==> src/rtl/seq_alu_pkg.sv <==
// Shared opcode constants, FSM state encoding and op classification for seq_alu.
// Mul/div support is gated by the SEQ_ALU_MULDIV_EN macro in the consuming files.
package seq_alu_pkg;

  localparam logic [3:0] ALU_ADD  = 4'b0000;
  localparam logic [3:0] ALU_SUB  = 4'b0001;
  localparam logic [3:0] ALU_AND  = 4'b0010;
  localparam logic [3:0] ALU_OR   = 4'b0011;
  localparam logic [3:0] ALU_NOR  = 4'b0100;
  localparam logic [3:0] ALU_SLTU = 4'b0101;
  localparam logic [3:0] ALU_SLT  = 4'b0110;
  localparam logic [3:0] ALU_XOR  = 4'b0111;
  localparam logic [3:0] ALU_MULU = 4'b1000;
  localparam logic [3:0] ALU_DIVU = 4'b1001;

  localparam logic [0:0] S_IDLE = 1'b0;
  localparam logic [0:0] S_CALC = 1'b1;

  function automatic logic is_multicycle(input logic [3:0] op);
    return (op == ALU_MULU) || (op == ALU_DIVU);
  endfunction

endpackage

==> src/rtl/seq_alu_if.sv <==
// Start/busy/done handshake and operand/result bundle between the control FSM and seq_alu.
// The master drives the operation; the slave (the ALU) returns results and status.
interface seq_alu_if #(
  parameter int WIDTH = 32
);
  logic             start;
  logic [3:0]       ALUOp;
  logic [WIDTH-1:0] A;
  logic [WIDTH-1:0] B;
  logic [WIDTH-1:0] result;
  logic             zero;
  logic             overflow;
  logic             busy;
  logic             done;
  logic [WIDTH-1:0] hi;
  logic [WIDTH-1:0] lo;
  logic             div_by_zero;

  modport master (
    output start, ALUOp, A, B,
    input  result, zero, overflow, busy, done, hi, lo, div_by_zero
  );

  modport slave (
    input  start, ALUOp, A, B,
    output result, zero, overflow, busy, done, hi, lo, div_by_zero
  );
endinterface

==> src/rtl/seq_alu_muldiv.sv <==
// Iterative unsigned shift-add multiplier / restoring divider sharing one WIDTH+1 adder.
// Only compiled when SEQ_ALU_MULDIV_EN is defined.
`ifdef SEQ_ALU_MULDIV_EN
module seq_alu_muldiv #(
  parameter int WIDTH = 32
) (
  input  logic             clk_i,
  input  logic             rst_i,
  input  logic             load_i,
  input  logic             dbz_load_i,
  input  logic             step_i,
  input  logic             div_i,
  input  logic [WIDTH-1:0] a_i,
  input  logic [WIDTH-1:0] b_i,
  output logic             last_o,
  output logic [WIDTH-1:0] hi_o,
  output logic [WIDTH-1:0] lo_o,
  output logic [WIDTH-1:0] lo_next_o
);
  localparam int CNT_W = $clog2(WIDTH) + 1;

  logic [WIDTH-1:0] hi_q, hi_d, lo_q, lo_d, opb_q;
  logic             div_q;
  logic [CNT_W-1:0] cnt_q, cnt_d;
  logic [WIDTH:0]   add_a, add_b;
  logic             add_cin;
  logic [WIDTH+1:0] add_s;

  // Divide: trial subtract of the divisor from {rem, next dividend bit}; carry-out = no borrow.
  always_comb begin
    if (div_q) begin
      add_a   = {hi_q, lo_q[WIDTH-1]};
      add_b   = ~{1'b0, opb_q};
      add_cin = 1'b1;
    end else begin
      add_a   = {1'b0, hi_q};
      add_b   = lo_q[0] ? {1'b0, opb_q} : '0;
      add_cin = 1'b0;
    end
    add_s = {1'b0, add_a} + {1'b0, add_b} + {{(WIDTH+1){1'b0}}, add_cin};
  end

  always_comb begin
    hi_d  = hi_q;
    lo_d  = lo_q;
    cnt_d = cnt_q;
    if (load_i) begin
      hi_d  = '0;
      lo_d  = a_i;
      cnt_d = '0;
    end else if (dbz_load_i) begin
      hi_d = a_i;
      lo_d = '1;
    end else if (step_i) begin
      cnt_d = cnt_q + CNT_W'(1);
      if (div_q) begin
        if (add_s[WIDTH+1]) begin
          hi_d = add_s[WIDTH-1:0];
          lo_d = {lo_q[WIDTH-2:0], 1'b1};
        end else begin
          hi_d = add_a[WIDTH-1:0];
          lo_d = {lo_q[WIDTH-2:0], 1'b0};
        end
      end else begin
        hi_d = add_s[WIDTH:1];
        lo_d = {add_s[0], lo_q[WIDTH-1:1]};
      end
    end
  end

  always_ff @(posedge clk_i) begin
    if (rst_i) begin
      hi_q  <= '0;
      lo_q  <= '0;
      opb_q <= '0;
      div_q <= 1'b0;
      cnt_q <= '0;
    end else begin
      hi_q  <= hi_d;
      lo_q  <= lo_d;
      cnt_q <= cnt_d;
      if (load_i) begin
        opb_q <= b_i;
        div_q <= div_i;
      end
    end
  end

  assign last_o    = (cnt_q == CNT_W'(WIDTH - 1));
  assign hi_o      = hi_q;
  assign lo_o      = lo_q;
  assign lo_next_o = lo_d;

endmodule
`endif

==> src/rtl/seq_alu.sv <==
// Registered multi-cycle ALU with start/busy/done handshake; single-cycle ops plus optional
// iterative MULU/DIVU enabled by defining SEQ_ALU_MULDIV_EN.
//   state  | meaning
//   S_IDLE | waiting for start; single-cycle ops and DIVU-by-zero complete here
//   S_CALC | mul/div iterating, one bit per cycle, busy high
module seq_alu
  import seq_alu_pkg::*;
#(
  parameter int WIDTH = 32
) (
  input  logic      CLK,
  input  logic      Reset,
  seq_alu_if.slave  bus
);
  logic [WIDTH-1:0] a, b, b_neg;
  logic [3:0]       op;
  logic [WIDTH-1:0] alu_res;
  logic             alu_ovf;

  logic [0:0]       state_q, state_d;
  logic [WIDTH-1:0] result_q, result_d;
  logic             ovf_q, ovf_d, done_q, done_d, dbz_q, dbz_d;

  assign a  = bus.A;
  assign b  = bus.B;
  assign op = bus.ALUOp;

  always_comb begin
    alu_res = '0;
    alu_ovf = 1'b0;
    b_neg   = ~b + WIDTH'(1);
    case (op)
      ALU_ADD: begin
        alu_res = a + b;
        alu_ovf = (a[WIDTH-1] == b[WIDTH-1]) && (alu_res[WIDTH-1] != a[WIDTH-1]);
      end
      ALU_SUB: begin
        alu_res = a + b_neg;
        alu_ovf = (a[WIDTH-1] == b_neg[WIDTH-1]) && (alu_res[WIDTH-1] != a[WIDTH-1]);
      end
      ALU_AND:  alu_res = a & b;
      ALU_OR:   alu_res = a | b;
      ALU_NOR:  alu_res = ~(a | b);
      ALU_XOR:  alu_res = a ^ b;
      ALU_SLTU: alu_res = {{(WIDTH-1){1'b0}}, (a < b)};
      ALU_SLT:  alu_res = {{(WIDTH-1){1'b0}}, ($signed(a) < $signed(b))};
      default:  alu_res = '0;
    endcase
  end

`ifdef SEQ_ALU_MULDIV_EN
  logic             md_load, md_dbz_load, md_step, md_last;
  logic [WIDTH-1:0] md_hi, md_lo, md_lo_next;

  seq_alu_muldiv #(.WIDTH(WIDTH)) u_muldiv (
    .clk_i      (CLK),
    .rst_i      (Reset),
    .load_i     (md_load),
    .dbz_load_i (md_dbz_load),
    .step_i     (md_step),
    .div_i      (op == ALU_DIVU),
    .a_i        (a),
    .b_i        (b),
    .last_o     (md_last),
    .hi_o       (md_hi),
    .lo_o       (md_lo),
    .lo_next_o  (md_lo_next)
  );
`endif

  always_comb begin
    state_d  = state_q;
    result_d = result_q;
    ovf_d    = ovf_q;
    done_d   = 1'b0;
    dbz_d    = dbz_q;
`ifdef SEQ_ALU_MULDIV_EN
    md_load     = 1'b0;
    md_dbz_load = 1'b0;
    md_step     = 1'b0;
`endif
    case (state_q)
      S_IDLE: begin
        if (bus.start) begin
          dbz_d = 1'b0;
          ovf_d = 1'b0;
`ifdef SEQ_ALU_MULDIV_EN
          if (is_multicycle(op)) begin
            if (op == ALU_DIVU && b == '0) begin
              md_dbz_load = 1'b1;
              result_d    = '1;
              dbz_d       = 1'b1;
              done_d      = 1'b1;
            end else begin
              md_load = 1'b1;
              state_d = S_CALC;
            end
          end else
`endif
          begin
            result_d = alu_res;
            ovf_d    = alu_ovf;
            done_d   = 1'b1;
          end
        end
      end
`ifdef SEQ_ALU_MULDIV_EN
      S_CALC: begin
        md_step = 1'b1;
        if (md_last) begin
          result_d = md_lo_next;
          done_d   = 1'b1;
          state_d  = S_IDLE;
        end
      end
`endif
      default: state_d = S_IDLE;
    endcase
  end

  always_ff @(posedge CLK) begin
    if (Reset) begin
      state_q  <= S_IDLE;
      result_q <= '0;
      ovf_q    <= 1'b0;
      done_q   <= 1'b0;
      dbz_q    <= 1'b0;
    end else begin
      state_q  <= state_d;
      result_q <= result_d;
      ovf_q    <= ovf_d;
      done_q   <= done_d;
      dbz_q    <= dbz_d;
    end
  end

  assign bus.result      = result_q;
  assign bus.zero        = (result_q == '0);
  assign bus.overflow    = ovf_q;
  assign bus.busy        = (state_q == S_CALC);
  assign bus.done        = done_q;
  assign bus.div_by_zero = dbz_q;
`ifdef SEQ_ALU_MULDIV_EN
  assign bus.hi = md_hi;
  assign bus.lo = md_lo;
`else
  assign bus.hi = '0;
  assign bus.lo = '0;
`endif

endmodule
==> src/flat_wrapper.sv <==
// flat-port wrapper written by rule: the top's interface ports become plain ports
module seq_alu_flat import seq_alu_pkg::*;
#(
  parameter int WIDTH = 32
)
  (CLK, Reset, bus_start, bus_ALUOp, bus_A, bus_B, bus_result, bus_zero, bus_overflow, bus_busy, bus_done, bus_hi, bus_lo, bus_div_by_zero);
  seq_alu_if #(.WIDTH(WIDTH)) bus_i ();
  input  logic CLK;
  input  logic Reset;
  input wire logic [$bits(bus_i.start)-1:0] bus_start;
  input wire logic [$bits(bus_i.ALUOp)-1:0] bus_ALUOp;
  input wire logic [$bits(bus_i.A)-1:0] bus_A;
  input wire logic [$bits(bus_i.B)-1:0] bus_B;
  output wire logic [$bits(bus_i.result)-1:0] bus_result;
  output wire logic [$bits(bus_i.zero)-1:0] bus_zero;
  output wire logic [$bits(bus_i.overflow)-1:0] bus_overflow;
  output wire logic [$bits(bus_i.busy)-1:0] bus_busy;
  output wire logic [$bits(bus_i.done)-1:0] bus_done;
  output wire logic [$bits(bus_i.hi)-1:0] bus_hi;
  output wire logic [$bits(bus_i.lo)-1:0] bus_lo;
  output wire logic [$bits(bus_i.div_by_zero)-1:0] bus_div_by_zero;
  assign bus_i.start = bus_start;
  assign bus_i.ALUOp = bus_ALUOp;
  assign bus_i.A = bus_A;
  assign bus_i.B = bus_B;
  assign bus_result = bus_i.result;
  assign bus_zero = bus_i.zero;
  assign bus_overflow = bus_i.overflow;
  assign bus_busy = bus_i.busy;
  assign bus_done = bus_i.done;
  assign bus_hi = bus_i.hi;
  assign bus_lo = bus_i.lo;
  assign bus_div_by_zero = bus_i.div_by_zero;
  seq_alu #(.WIDTH(WIDTH)) u_core (.CLK(CLK), .Reset(Reset), .bus(bus_i));
endmodule
==> config.mk <==
export PLATFORM = sky130hd
export DESIGN_NAME = seq_alu_flat
export DESIGN_NICKNAME = d
export VERILOG_FILES = /design/src/rtl/seq_alu_pkg.sv /design/src/rtl/seq_alu_if.sv /design/src/rtl/seq_alu_muldiv.sv /design/src/rtl/seq_alu.sv /design/src/flat_wrapper.sv
export SDC_FILE = /design/constraint.sdc
export NUM_CORES = 1
export LEC_CHECK = 0
export BUFFER_PORTS_ARGS = -buffer_cell sky130_fd_sc_hd__buf_2
export CAP_MARGIN = 20
export CORE_MARGIN = 3
export CORE_UTILIZATION = 55
export CTS_BUF_LIST = sky130_fd_sc_hd__clkbuf_16
export CTS_CLUSTER_DIAMETER = 100
export CTS_CLUSTER_SIZE = 40
export DETAILED_ROUTE_END_ITERATION = 16
export PLACE_DENSITY = 0.79
export RECOVER_POWER = 25
export SLEW_MARGIN = 0
export SYNTH_ARGS = -nofsm -noshare
export SYNTH_HDL_FRONTEND = slang
export SYNTH_SLANG_ARGS = --single-unit
export TNS_END_PERCENT = 100
==> constraint.sdc <==
create_clock -name CLK -period 11.2 [get_ports CLK]
set_input_delay 2.24 -clock CLK [delete_from_list [all_inputs] [get_ports CLK]]
set_output_delay 2.24 -clock CLK [all_outputs]
set_load 0.01 [all_outputs]
==> results of run 1 <==
==> registers in the layout, indices dropped and copies added, names as in the netlist <==
name,count
u_core.bus.result,32
u_core.bus.done,1
u_core.bus.overflow,1
==> cell usage after synthesis, drive strengths merged (4+ instances only) <==
library cell	instances	area, um^2
ha	132	1650
a21oi	119	596
nand2	98	368
nor2	98	368
inv	97	364
o21ai	74	370
buf	68	503
clkbuf	56	210
xnor2	56	498
nor3	36	180
dfxtp	34	681
a221oi	30	280
nor4	24	171
nand3	20	100
a21o	17	128
xor2	17	149
nand4	14	87.6
o211ai	14	105
o21bai	14	105
a31oi	13	81.3
a211oi	12	95.1
a221o	10	100
or3	9	61.3
o31ai	8	78.8
and2	7	43.8
and3	7	48.8
nand2b	7	43.8
mux2i	5	50.1
nor2b	5	31.3
o2111ai	5	43.8
or2	5	31.3
a211o	4	35.0
==> power by group <==
group / switching (mW) / internal (mW) / total, mW / leakage [nW]
logic: 0.236 / 0.137 / 0.373 / 3.71
clock network: 0.0528 / 0.103 / 0.156 / 0.0773
registers: 0.00758 / 0.128 / 0.136 / 0.279
total: 0.297 / 0.368 / 0.665 / 4.07
==> final timing paths <==
path         slack [ps]  cells past startpoint             startpoint                    end
max reg2reg       10030                      4  u_core.bus.result[27]  u_core.bus.result[27]
max                4530                     16               bus_B[9]    u_core.bus.overflow
min reg2reg         480                      2  u_core.bus.result[23]  u_core.bus.result[23]
min                 480                      2  u_core.bus.result[23]  u_core.bus.result[23]
==> cells by family after synthesis <==
logic type                 synth area share
AOI/OAI and AO/OA                     0.293
and+or+nand+nor                       0.196
buffers and inverters                 0.133
adders and majority gates             0.209
xor gates and xnor gates             0.0798
DFF                                  0.0840
muxes                               0.00617
other                              0.000463
==> metal layers <==
layer / up-vias / wire length, um / track usage
met3: 56 / 2830 / 0.0393
met4: 0 / 667 / 0.0883
li1: 4147 / - / -
met2: 526 / 11600 / 0.489
met1: 4035 / 11400 / 0.435
met5: - / 0 / 0
==> worst register-to-register path: stages (launching register included) <==
cell      delay [ps]
dfxtp_1          380
a222oi_1         350
nand2_1           90
a31oi_1          150
a31oi_1           90
==> layout by cell type (no fill, tap or decap), types with 13 or more instances in the layout <==
| master | count |
|---|---|
| a31oi_1 | 13 |
| xor2_1 | 17 |
| a221oi_1 | 29 |
| conb_1 | 66 |
| xnor2_1 | 55 |
| o21bai_1 | 14 |
| a21o_1 | 17 |
| ha_1 | 132 |
| buf_2 | 88 |
| o211ai_1 | 14 |
| o21ai_0 | 71 |
| nand4_1 | 14 |
| inv_1 | 97 |
| nor3_1 | 33 |
| nand3_1 | 20 |
| nor4_1 | 21 |
| clkbuf_1 | 17 |
| nand2_1 | 98 |
| a21oi_1 | 119 |
| dfxtp_1 | 34 |
| nor2_1 | 97 |
==> stage by stage <==
step | instance area (um^2) | power [mW] | utilization | setup WS (ps) | instances
floorplan | 8350 | 0.411 | - | 4880 | 1229
global placement | 8480 | 0.496 | 0.599 | 4400 | 1399
detailed placement | 8480 | 0.500 | 0.599 | 4310 | 1399
CTS | 8640 | 0.654 | 0.611 | 4570 | 1406
global route | 8620 | 0.704 | 0.609 | 4200 | 1406
finish | 8620 | 0.665 | 0.609 | 4530 | 1406
==> layout make-up <==
type / instances / area share
multi-input cells: 974 / 0.768
flip-flops and latches: 34 / 0.0790
repair buffers: 114 / 0.0663
inverters: 97 / 0.0422
well taps: 180 / 0.0261
clock buffers: 5 / 0.0145
clock inverters: 2 / 0.00392
==> impl_metrics.ini, run 1 <==
[status]
run_status = finished clean

[synth]
postSynthRegisterBits = 34
synth_cell_types = 75
postSynth.asyncResetShare = 0
postSynthAreaPerCell_um2 = 6.97
post_synth_instance_area_um2 = 8110
synth_sequential_area_ratio = 0.0840
ys_warn_count = 0
synth_edf_count = 0
synthCells = 1164
synthFlopType = dfxtp_1

[final_layout]
antennaDiodeCount = 0
final-seq-area_um2 = 681
fillCellCount = 1374
areaGrowthSynthToFinish_pct = 6.30
nets_final = 1431
post_route_cells_drive_above_1_share = 0.103
multiInputGateArea_um2 = 6620

[clocking]
cts_inserted_buffers = 5
cts_tree = yes
clock_tree.buffer_depth = 2
holdBufCountCts = 0
htree_levels = 2
clk_pin_slew_worst_paths_ps = 60
clock_insertion_delay_worst_skew_ps = 280
cts.sink_count = 34
post_cts.resized_instances = 0
cts_post_setup_buffers_inserted = 0
clock_tree.root_cell = clkbuf_16

[setup_path]
cp_data_arrival_time_ps = 6860
cp_max_fo = 6
crit_top_cell = o21ai_0
critical_path.cell_chain = buf_2, or4_4, or3_4, or3_1, or3_1, xnor2_1, ha_1, o21ai_0, o21ai_0, o21ai_0, o21ai_1, o31ai_4, o31ai_2, a221oi_4, mux2i_1, a311oi_1
worstPathRequired_ps = 11390
worstSetupPathType = in -> reg
critPathTopFamily = compound AO/OA/AOI/OAI gates
timing.critical_path.from_type = input port
setup.worst_path.end_class = register
worst_path_max_delay_cell = or4_4
critPathMaxStageDelay_ps = 560
critical_path.n_buffers_inverters = 1

[pwr]
ir_drop_mv = 0.0541
cellPowerDensity_nw_per_um2 = 77.1
power_leakage_nw = 4.07

[grt]
first_global_vias = 7804
largest_net_degree_at_the_start_of_global_routing = 33
global_route.overflow_total = 0
grt_first_pass_wirelength_um = 40700
gr-usage-all-layers = 0.308
antenna_violations_before_repair = 0

[die]
die_w_um = 127
chipHeight_um = 127
boundaryPins = 172
die_area_um2 = 16200
rows = 43
core_area_um2 = 14100
start_util = 0.573

[route]
drcViolationCount = 0
wl_um = 26500
drtIter0Drc = 1056
ant_nets = 0
drt-wirelength-per-cell_um = 18.8
via_count = 8764
post_drt_via_cell_ratio = 6.23
drt_pre_antenna_iters = 5

[timing]
worst_slack_on_hold_paths_ps = 482
finClkSkew_ps = 0
slew_viol_final = 0
final-hold-violation-count = 0
grt_setup_unrepaired = no
max_slew.worst_pin.slew_ps = 1080
setup-violations-final = 0
timing.fmax_ghz = 0.150
final.setup.tns_ps = 0
period_share = 0.595
post-route-min-period_ps = 6670
max_slew_margin = 0.273

[placement]
gp_congestion = 0.953
dpl.hpwl_um = 21000
io_buffer_count = 105

[job]
max-cap-violations = 0

[worst_hold_path]
hold_path_class = reg -> reg
(Power assumes the default switching activity.)
==> run 2: changes to the inputs <==
--- a/config.mk
+++ b/config.mk
@@ -8,7 +8,7 @@
 export BUFFER_PORTS_ARGS = -buffer_cell sky130_fd_sc_hd__buf_2
 export CAP_MARGIN = 20
 export CORE_MARGIN = 3
-export CORE_UTILIZATION = 55
+export CORE_UTILIZATION = 52
 export CTS_BUF_LIST = sky130_fd_sc_hd__clkbuf_16
 export CTS_CLUSTER_DIAMETER = 100
 export CTS_CLUSTER_SIZE = 40
==> constraint.sdc (replaced) <==
create_clock -name CLK -period 5.8 [get_ports CLK]
set_input_delay 1.16 -clock CLK [delete_from_list [all_inputs] [get_ports CLK]]
set_output_delay 1.16 -clock CLK [all_outputs]
set_load 0.01 [all_outputs]
==> run 2 against run 1 <==
  * Core utilization decreased by 3.9 points
  * Via count decreased by 0.25%
  * Sequential share of layout area about the same
  * Worst setup slack got worse by 4200 ps
  * Critical endpoint unchanged
  * Highest routed layer unchanged
==> impl_metrics.ini, run 2 (synthesis gave the netlist of run 1 again) <==
[timing]
period_share = 0.936
final-hold-violation-count = 0
finClkSkew_ps = 0
max_slew_margin = 0.304
setup-violations-final = 0
slew_viol_final = 0
timing.fmax_ghz = 0.184
max_slew.worst_pin.slew_ps = 1040
final.setup.tns_ps = 0
worst_slack_on_hold_paths_ps = 459
post-route-min-period_ps = 5430
grt_setup_unrepaired = no

[setup_path]
timing.critical_path.from_type = input port
cp_max_fo = 6
ff2ff_path_depth = 3
worstSetupPathType = in -> reg
worstPathRequired_ps = 6000
cp_data_arrival_time_ps = 5620
setup.worst_path.end_class = register

[die]
boundaryPins = 172
die_w_um = 131
start_util = 0.533
die_area_um2 = 17100
chipHeight_um = 131
core_area_um2 = 15200
rows = 45

[route]
wl_um = 26300
drt_pre_antenna_iters = 8
drcViolationCount = 0
drt-wirelength-per-cell_um = 18.6
drtIter0Drc = 871
via_count = 8742
ant_nets = 0
post_drt_via_cell_ratio = 6.18

[grt]
gr-usage-all-layers = 0.296
global_route.overflow_total = 0
first_global_vias = 7824
antenna_violations_before_repair = 0
largest_net_degree_at_the_start_of_global_routing = 33
grt_first_pass_wirelength_um = 40400

[pwr]
power_leakage_nw = 4.09
ir_drop_mv = 0.126
net-switching-power_mw = 0.590
comb_power_share = 0.533
cellPowerDensity_nw_per_um2 = 156
power.share.sequential = 0.194
share_clk_of_total_power = 0.273
cell_int_power_mw = 0.760
sw_frac_of_total = 0.437

[final_layout]
post_route_cells_drive_above_1_share = 0.105
layout_commonest_cell = ha_1
antennaDiodeCount = 0
most-common-layout-cells = 132 x ha_1, 119 x a21oi_1, 98 x nand2_1, 97 x inv_1, 97 x nor2_1
largest_register_ffs = 32
layoutNonFillerInstCount = 1415
post-route-util = 0.570
fillCellCount = 1472
areaGrowthSynthToFinish_pct = 6.91
nets_final = 1431

[clocking]
cts_post_setup_buffers_inserted = 0
clock_tree.root_cell = clkbuf_16
htree_levels = 2
cts.sink_count = 34
clock_insertion_delay_worst_skew_ps = 280
holdBufCountCts = 0
clk_pin_slew_worst_paths_ps = 60
post_cts.resized_instances = 0
cts_tree = yes
clock_tree.buffer_depth = 2
cts_inserted_buffers = 5

[placement]
gp_congestion = 0.989
dpl.hpwl_um = 20900
io_buffer_count = 105
post_placement_cell_count = 1407

[worst_hold_path]
hold_path_class = reg -> reg
whs_path_depth = 2

[job]
max-cap-violations = 0

[status]
run_status = finished clean
[run 2: changes by cell type in the layout (fill, tap and decap cells not counted)]
| cell | before | now |
|---|---|---|
| nor3_1 | 33 | 32 |
| bufinv_16 | 1 | 2 |
| nor3_2 | 3 | 4 |
| clkinv_4 | 0 | 1 |
| clkinv_1 | 1 | 0 |
[run 2: stage by stage]
stage | worst slack, ps | total power [mW] | instance area, um^2
6_report | 373 | 1.35 | 8670
5_1_grt | 88.4 | 1.43 | 8670
4_1_cts | 448 | 1.33 | 8690
3_5_place_dp | 165 | 0.963 | 8500
3_3_place_gp | 299 | 0.955 | 8490
2_1_floorplan | 563 | 0.793 | 8350
[run 2: worst paths after layout]
check                              from               endpoint  slack (ps)
setup reg to reg  u_core.bus.result[30]  u_core.bus.result[30]        4640
setup / recovery               bus_B[9]    u_core.bus.overflow         370
hold / removal    u_core.bus.result[23]  u_core.bus.result[23]         460
hold reg to reg   u_core.bus.result[23]  u_core.bus.result[23]         460
[run 2: cell type report]
cell class | count | area (um^2) | share of cell area
inverters | 97 | 364 | 0.0420
well taps | 188 | 235 | 0.0271
clock buffers | 5 | 125 | 0.0144
multi-input cells | 974 | 6620 | 0.764
flip-flops and latches | 34 | 681 | 0.0785
clock inverters | 3 | 68.8 | 0.00794
repair buffers | 114 | 572 | 0.0660
[run 2: worst max-delay path, cell delays in order]
cell and delay [ps]:
buf_2 120, or4_4 560, or3_4 380, or3_1 440
or3_1 370, xnor2_1 150, ha_1 390, o21ai_0 190
o21ai_0 270, o21ai_0 160, o21ai_1 230, o31ai_4 150
o31ai_2 510, a221oi_4 140, mux2i_1 140, a311oi_1 260
[run 2: power by group through the flow]
stage / Combinational [mW] / Clock [mW] / Sequential [mW]
4_1_cts: 0.702 / 0.366 / 0.260
5_1_grt: 0.793 / 0.375 / 0.262
2_1_floorplan: 0.526 / 0 / 0.267
6_report: 0.720 / 0.368 / 0.261
3_3_place_gp: 0.689 / 0 / 0.265
3_5_place_dp: 0.698 / 0 / 0.266
[run 2: per-layer routing]
metal | share of wire | up-vias | track usage
li1 | - | 4161 | -
met1 | 0.43 | 3998 | 0.403
met2 | 0.44 | 518 | 0.468
met3 | 0.10 | 65 | 0.0533
met4 | 0.034 | 0 | 0.103
met5 | 0 | - | 0
